**src/rtl/spi_flash_pkg.sv**
```systemverilog
// Shared state encoding and protocol constants for the SPI flash reader.
// SPI_FLASH_FAST_READ_EN selects FAST_READ (0x0B plus 8 dummy clocks) instead of READ (0x03).
package spi_flash_pkg;

    localparam logic [7:0] CMD_READ      = 8'h03;
    localparam logic [7:0] CMD_FAST_READ = 8'h0B;

    localparam int unsigned CMD_BITS   = 8;
    localparam int unsigned ADDR_BITS  = 24;
    localparam int unsigned DUMMY_BITS = 8;
    localparam int unsigned DATA_BITS  = 32;

`ifdef SPI_FLASH_FAST_READ_EN
    localparam logic [7:0] CMD_ACTIVE = CMD_FAST_READ;
`else
    localparam logic [7:0] CMD_ACTIVE = CMD_READ;
`endif

    typedef enum logic [2:0] {
        IDLE,
        SHIFT_CMD,
        SHIFT_ADDR,
        SHIFT_DATA,
        GAP
`ifdef SPI_FLASH_FAST_READ_EN
        , DUMMY
`endif
    } state_e;

    // Terminal value of a per-phase bit counter for a phase of n bits.
    function automatic logic [4:0] last_bit(input int unsigned n);
        return 5'(n - 1);
    endfunction

endpackage

```
**src/rtl/spi_sck_gen.sv**
```systemverilog
// SPI clock generator: divides the system clock into SCK half-periods of CLK_DIV cycles
// and flags the cycle before each SCK rising/falling transition. Held low while disabled.
module spi_sck_gen #(
    parameter int unsigned CLK_DIV = 2
) (
    input  logic clk_i,
    input  logic rst_ni,
    input  logic en_i,
    output logic sck_o,
    output logic rise_o,
    output logic fall_o
);

    logic [7:0] cnt_q, cnt_d;
    logic       sck_q, sck_d;
    logic       half_done;

    assign half_done = en_i && (cnt_q == 8'(CLK_DIV - 1));

    always_comb begin
        cnt_d = cnt_q;
        sck_d = sck_q;
        if (!en_i) begin
            cnt_d = 8'd0;
            sck_d = 1'b0;
        end else if (half_done) begin
            cnt_d = 8'd0;
            sck_d = ~sck_q;
        end else begin
            cnt_d = cnt_q + 8'd1;
        end
    end

    always_ff @(posedge clk_i or negedge rst_ni) begin
        if (!rst_ni) begin
            cnt_q <= 8'd0;
            sck_q <= 1'b0;
        end else begin
            cnt_q <= cnt_d;
            sck_q <= sck_d;
        end
    end

    assign sck_o  = sck_q;
    assign rise_o = half_done && !sck_q;
    assign fall_o = half_done && sck_q;

endmodule

```
**src/rtl/spi_flash_reader.sv**
```systemverilog
// Single-bit SPI (mode 0) flash read initiator returning one little-endian 32-bit word per request.
// SPI_FLASH_FAST_READ_EN switches to FAST_READ with an 8-clock dummy phase.
module spi_flash_reader
    import spi_flash_pkg::*;
#(
    parameter int unsigned CLK_DIV = 2,
    parameter int unsigned CS_IDLE = 4
) (
    input  logic        clock,
    input  logic        resetb,
    input  logic        req_valid,
    output logic        req_ready,
    input  logic [23:0] req_addr,
    output logic        rsp_valid,
    output logic [31:0] rsp_data,
    output logic        busy,
    output logic        flash_csb,
    output logic        flash_clk,
    output logic        flash_io0,
    input  logic        flash_io1
);

    state_e      state_q;
    logic [31:0] tx_q;
    logic [31:0] rx_q;
    logic [31:0] rsp_data_q;
    logic [4:0]  bit_cnt_q;
    logic [7:0]  gap_cnt_q;
    logic        req_ready_q;
    logic        rsp_valid_q;
    logic        busy_q;
    logic        csb_q;
    logic        io0_q;
`ifdef SPI_FLASH_FAST_READ_EN
    logic [2:0]  dummy_cnt_q;
`endif

    logic        sck_rise;
    logic        sck_fall;
    logic [4:0]  rx_idx;

    spi_sck_gen #(
        .CLK_DIV(CLK_DIV)
    ) u_sck_gen (
        .clk_i (clock),
        .rst_ni(resetb),
        .en_i  (~csb_q),
        .sck_o (flash_clk),
        .rise_o(sck_rise),
        .fall_o(sck_fall)
    );

    // Bytes arrive in order into ascending lanes, each byte MSB first.
    assign rx_idx = {bit_cnt_q[4:3], ~bit_cnt_q[2:0]};

    always_ff @(posedge clock or negedge resetb) begin
        if (!resetb) begin
            state_q     <= IDLE;
            tx_q        <= '0;
            rx_q        <= '0;
            rsp_data_q  <= '0;
            bit_cnt_q   <= '0;
            gap_cnt_q   <= '0;
            req_ready_q <= 1'b1;
            rsp_valid_q <= 1'b0;
            busy_q      <= 1'b0;
            csb_q       <= 1'b1;
            io0_q       <= 1'b0;
`ifdef SPI_FLASH_FAST_READ_EN
            dummy_cnt_q <= '0;
`endif
        end else begin
            rsp_valid_q <= 1'b0;
            case (state_q)
                IDLE: begin
                    if (req_valid && req_ready_q) begin
                        state_q     <= SHIFT_CMD;
                        tx_q        <= {CMD_ACTIVE, req_addr};
                        io0_q       <= CMD_ACTIVE[7];
                        csb_q       <= 1'b0;
                        req_ready_q <= 1'b0;
                        busy_q      <= 1'b1;
                        bit_cnt_q   <= '0;
                    end
                end
                SHIFT_CMD: begin
                    if (sck_fall) begin
                        tx_q  <= {tx_q[30:0], 1'b0};
                        io0_q <= tx_q[30];
                        if (bit_cnt_q == last_bit(CMD_BITS)) begin
                            state_q   <= SHIFT_ADDR;
                            bit_cnt_q <= '0;
                        end else begin
                            bit_cnt_q <= bit_cnt_q + 5'd1;
                        end
                    end
                end
                SHIFT_ADDR: begin
                    if (sck_fall) begin
                        if (bit_cnt_q == last_bit(ADDR_BITS)) begin
                            io0_q     <= 1'b0;
                            bit_cnt_q <= '0;
`ifdef SPI_FLASH_FAST_READ_EN
                            state_q     <= DUMMY;
                            dummy_cnt_q <= '0;
`else
                            state_q   <= SHIFT_DATA;
`endif
                        end else begin
                            tx_q      <= {tx_q[30:0], 1'b0};
                            io0_q     <= tx_q[30];
                            bit_cnt_q <= bit_cnt_q + 5'd1;
                        end
                    end
                end
`ifdef SPI_FLASH_FAST_READ_EN
                DUMMY: begin
                    if (sck_fall) begin
                        if (dummy_cnt_q == 3'(DUMMY_BITS - 1)) begin
                            state_q <= SHIFT_DATA;
                        end else begin
                            dummy_cnt_q <= dummy_cnt_q + 3'd1;
                        end
                    end
                end
`endif
                SHIFT_DATA: begin
                    if (sck_rise) begin
                        rx_q[rx_idx] <= flash_io1;
                    end
                    // The response goes out on the edge that returns SCK low after the last bit.
                    if (sck_fall) begin
                        if (bit_cnt_q == last_bit(DATA_BITS)) begin
                            state_q     <= GAP;
                            csb_q       <= 1'b1;
                            rsp_valid_q <= 1'b1;
                            rsp_data_q  <= rx_q;
                            gap_cnt_q   <= 8'(CS_IDLE);
                        end else begin
                            bit_cnt_q <= bit_cnt_q + 5'd1;
                        end
                    end
                end
                GAP: begin
                    // CS_IDLE cycles follow the response cycle before a new request is taken.
                    if (gap_cnt_q == 8'd0) begin
                        state_q     <= IDLE;
                        req_ready_q <= 1'b1;
                        busy_q      <= 1'b0;
                    end else begin
                        gap_cnt_q <= gap_cnt_q - 8'd1;
                    end
                end
                default: begin
                    state_q     <= IDLE;
                    csb_q       <= 1'b1;
                    io0_q       <= 1'b0;
                    req_ready_q <= 1'b1;
                    busy_q      <= 1'b0;
                end
            endcase
        end
    end

    assign req_ready = req_ready_q;
    assign rsp_valid = rsp_valid_q;
    assign rsp_data  = rsp_data_q;
    assign busy      = busy_q;
    assign flash_csb = csb_q;
    assign flash_io0 = io0_q;

endmodule

```
**config.mk**
```make
export PLATFORM = sky130hd
export DESIGN_NAME = spi_flash_reader
export DESIGN_NICKNAME = d
export VERILOG_FILES = /design/src/rtl/spi_flash_pkg.sv /design/src/rtl/spi_sck_gen.sv /design/src/rtl/spi_flash_reader.sv
export SDC_FILE = /design/constraint.sdc
export NUM_CORES = 1
export LEC_CHECK = 0
export ABC_AREA = 1
export CELL_PAD_IN_SITES_DETAIL_PLACEMENT = 1
export CELL_PAD_IN_SITES_GLOBAL_PLACEMENT = 2
export CORE_MARGIN = 5
export CORE_UTILIZATION = 36
export CTS_BUF_LIST = sky130_fd_sc_hd__clkbuf_16
export DETAILED_ROUTE_END_ITERATION = 16
export HOLD_SLACK_MARGIN = 0.05
export PLACE_DENSITY = 0.84
export SYNTH_ARGS = -nofsm -noshare
export SYNTH_HDL_FRONTEND = slang
export SYNTH_SLANG_ARGS = --single-unit
```
**constraint.sdc**
```tcl
create_clock -name clock -period 4.5 [get_ports clock]
set_clock_uncertainty 0.2 [all_clocks]
set_input_delay 1.125 -clock clock [delete_from_list [all_inputs] [get_ports clock]]
set_output_delay 1.125 -clock clock [all_outputs]
set_load 0.005 [all_outputs]
```
==> impl_metrics.json <==
{
  "power.share.clock": 0.550,
  "rows": 46,
  "critPathCaptureType": "flip-flop",
  "crit_buf_inv": 3,
  "synth_mux_area_frac": 0,
  "crit_end": "tx_q[24]",
  "synth-xor-area-share": 0.008893,
  "diodes": 0,
  "firstDrtPassIters": 4,
  "cts.sinks": 125,
  "place_congestion": 0.8157,
  "cts_tree": "done",
  "finalCritPeriodShare": 0.7073,
  "clk_latency_ns": 0.42,
  "critPathTopFamily": "simple AND/OR/NAND/NOR gates",
  "max_stage_delay_ns": 0.63,
  "place_hpwl_um": 9919,
  "grt_pass1_wl_um": 26230,
  "rsz0062_at_grt": "false",
  "final_cell_mix": "nand2_1, dfrtp_1, nand3_1",
  "finalHoldWorstSlack_ns": 0.2699,
  "grt_pass1_vias": 5376,
  "timing.final.crit_period_ns": 3.183,
  "start_util": 0.3693,
  "syn_nets": 782,
  "yosys.cell_types.count": 32,
  "dieArea_mm2": 0.01908,
  "synth_cells": 745,
  "via_per_inst": 4.945,
  "grt_usage": 0.1634,
  "cts_root_buffer": "clkbuf_16",
  "drtAntennaViolNets": 0,
  "syn_area_mm2": 0.005909,
  "final_area_mm2": 0.007320,
  "synth_compound_area_frac": 0.04849,
  "p_leak_uw": 0.003685,
  "setup_viol": 0,
  "hold_violations": 0,
  "die_x_um": 138.1,
  "crit_start": "state_q[2]",
  "final_common_cell": "nand2_1",
  "synthAdderAreaFrac": 0.01906,
  "antenna_found_initial": 0,
  "layout.nets": 837,
  "path_class": "reg2reg",
  "synth_top_family_by_area": "simple AND/OR/NAND/NOR gates",
  "fmax_mhz": 314.2,
  "area_delta_synth_final_pct": 23.86,
  "cts_max_level": 4,
  "port_buffers": 65,
  "yosys.area.top_type": "dfrtp_1",
  "clkSlewWorstSetupHoldPaths_ns": 0.05,
  "cp-start-kind": "flip-flop",
  "drt-total-wl_um": 14960,
  "cts.path.max_buffers": 2,
  "ctsResizeCount": 0,
  "wl_per_cell_um": 14.53,
  "ys.flop_type": "dfrtp_1",
  "drc": 0,
  "ff2ff_setup_slack_ns": 1.32,
  "drv_cap": 0,
  "share_comb_of_total_power": 0.023,
  "hold_buffers": 0,
  "vdd.ir_drop.worst_v": 0.0003070,
  "coreArea_mm2": 0.01600,
  "path_cells": "inv_2 -> nand2_1 -> inv_2 -> nand2_1 -> nand2_1 -> buf_4 -> o22ai_1 -> nor2_4 -> nand2_2 -> nand2_1 -> nand2_1",
  "p_switching_uw": 559.1,
  "tightestPinTransition_ns": 0.9123,
  "report.final.slew_viol_count": 0,
  "synth.area.top_cells": "dfrtp_1, nand2_1, nand3_1, o21ai_1, nor2_1",
  "dieHeight_um": 138.1,
  "synth-seq-area-share": 0.5297,
  "min_path_type": "reg2reg",
  "fillers": 1962,
  "num_vias": 5088,
  "drtIter0Drc": 296,
  "crit_top_cell": "nand2_1",
  "path_max_fanout": 32,
  "reg2reg_depth": 11,
  "synth_edf_count": 0,
  "numCtsBuffers": 17,
  "p_per_area_mw_per_mm2": 359.8,
  "synthSimpleGateAreaFrac": 0.3398,
  "reg2reg_from": "state_q[2]",
  "crit_slowest_cell": "nor2_4",
  "postCtsSetupBuffers": 0,
  "worst-path-stages": 11,
  "synth_top_area_share": 0.5209,
  "grt-ovfl-total": 0,
  "grt_max_degree": 71,
  "syn_area_per_cell_um2": 7.932,
  "synthArstFlopShare": 1.000,
  "p_int_uw": 2075,
  "crit_required_ns": 4.60,
  "ys_ff_latch": 125,
  "drive_gt1_frac": 0.06642,
  "relSlewSlack": 0.3911,
  "dpl_cell_area_mm2": 0.006698,
  "p_seq_frac": 0.427,
  "status": "finished clean",
  "yosysWarnings": 0,
  "rr_endpoint": "tx_q[24]",
  "critPathArrivalTime_ns": 3.28,
  "swShare": 0.2123,
  "fin_setup_tns_ns": 0,
  "ios": 66
}
## worst reg2reg max path: cells and delay by family (launching register included)
family / cells / cell delay, ns
simple gates: 7 / 1.77
buf+inv: 3 / 0.49
flops: 1 / 0.43
compound gates: 1 / 0.18
## Yosys cell counts, types with 2 or more instances
library cell / count
dfrtp_1: 123
inv_1: 29
inv_2: 8
nand3b_1: 6
nor3_1: 7
o21ai_1: 36
buf_2: 21
a21oi_1: 3
ha_1: 9
o21ai_0: 9
nor2_1: 39
nand4_1: 15
nand3_1: 77
nor2_4: 2
nand2_1: 327
dfstp_2: 2
buf_4: 5
or2_2: 2
xor2_1: 6
clkbuf_1: 7
## worst min-delay path by stage
stage / to / startpoint / cells past startpoint
after CTS: tx_q[30] / tx_q[30] / 2
final: tx_q[26] / tx_q[26] / 2
after global routing: rsp_data[9] / rsp_data[9] / 2
after global placement: tx_q[24] / tx_q[24] / 2
after floorplan: tx_q[23] / tx_q[23] / 2
after detailed placement: tx_q[30] / tx_q[30] / 2
## sequential cells by signal, indices dropped and copies added (netlist names)
signal,cells
rx_q,32
rsp_data,32
flash_csb,1
busy,1
rsp_valid,1
req_ready,1
state_q,3
u_sck_gen.sck_o,1
tx_q,31
u_sck_gen.cnt_q,8
gap_cnt_q,8
flash_io0,1
bit_cnt_q,5
## cells by family after synthesis
group                      Yosys count
adders and majority gates            9
DFF                                125
AOI/OAI and AO/OA                   54
and+or+nand+nor                    480
buffers and inverters               71
xor gates and xnor gates             6
## through the flow
stage                       util  cells  power [µW]  worst slack (ns)
final                     0.4575   1029        2634             1.317
after global routing      0.4575   1029        2729             1.040
after CTS                 0.4575   1029        2672             1.259
after detailed placement  0.4186    997        1208             1.306
after global placement    0.4186    997        1207             1.415
after floorplan                -    745        1157             2.278
## power by group through the flow
stage                     combinational, µW  sequential [µW]  clock [µW]
after detailed placement               63.8             1140           0
final                                  60.8             1120        1450
after CTS                              64.0             1120        1480
after global placement                 63.0             1140           0
after global routing                   71.3             1120        1530
after floorplan                        12.0             1140           0
## layer usage
| layer | GRT usage | vias to the layer above | part of all wire |
|---|---|---|---|
| met3 | 0.04069 | 20 | 0.031 |
| met1 | 0.2050 | 2503 | 0.45 |
| met5 | 0 | - | 0 |
| met2 | 0.2726 | 79 | 0.50 |
| li1 | - | 2486 | - |
| met4 | 0.06240 | 0 | 0.017 |
## cell type report
cell class,instances,area (µm²),share of cell area
flip-flops and latches,125,3131,0.4277
multi-input cells,549,2460,0.3361
repair buffers,70,698.2,0.09538
clock buffers,17,425.4,0.05812
well taps,216,270.3,0.03692
clock inverters,15,196.4,0.02684
inverters,37,138.9,0.01897
Note: power is estimated with default switching activity, not from simulation.
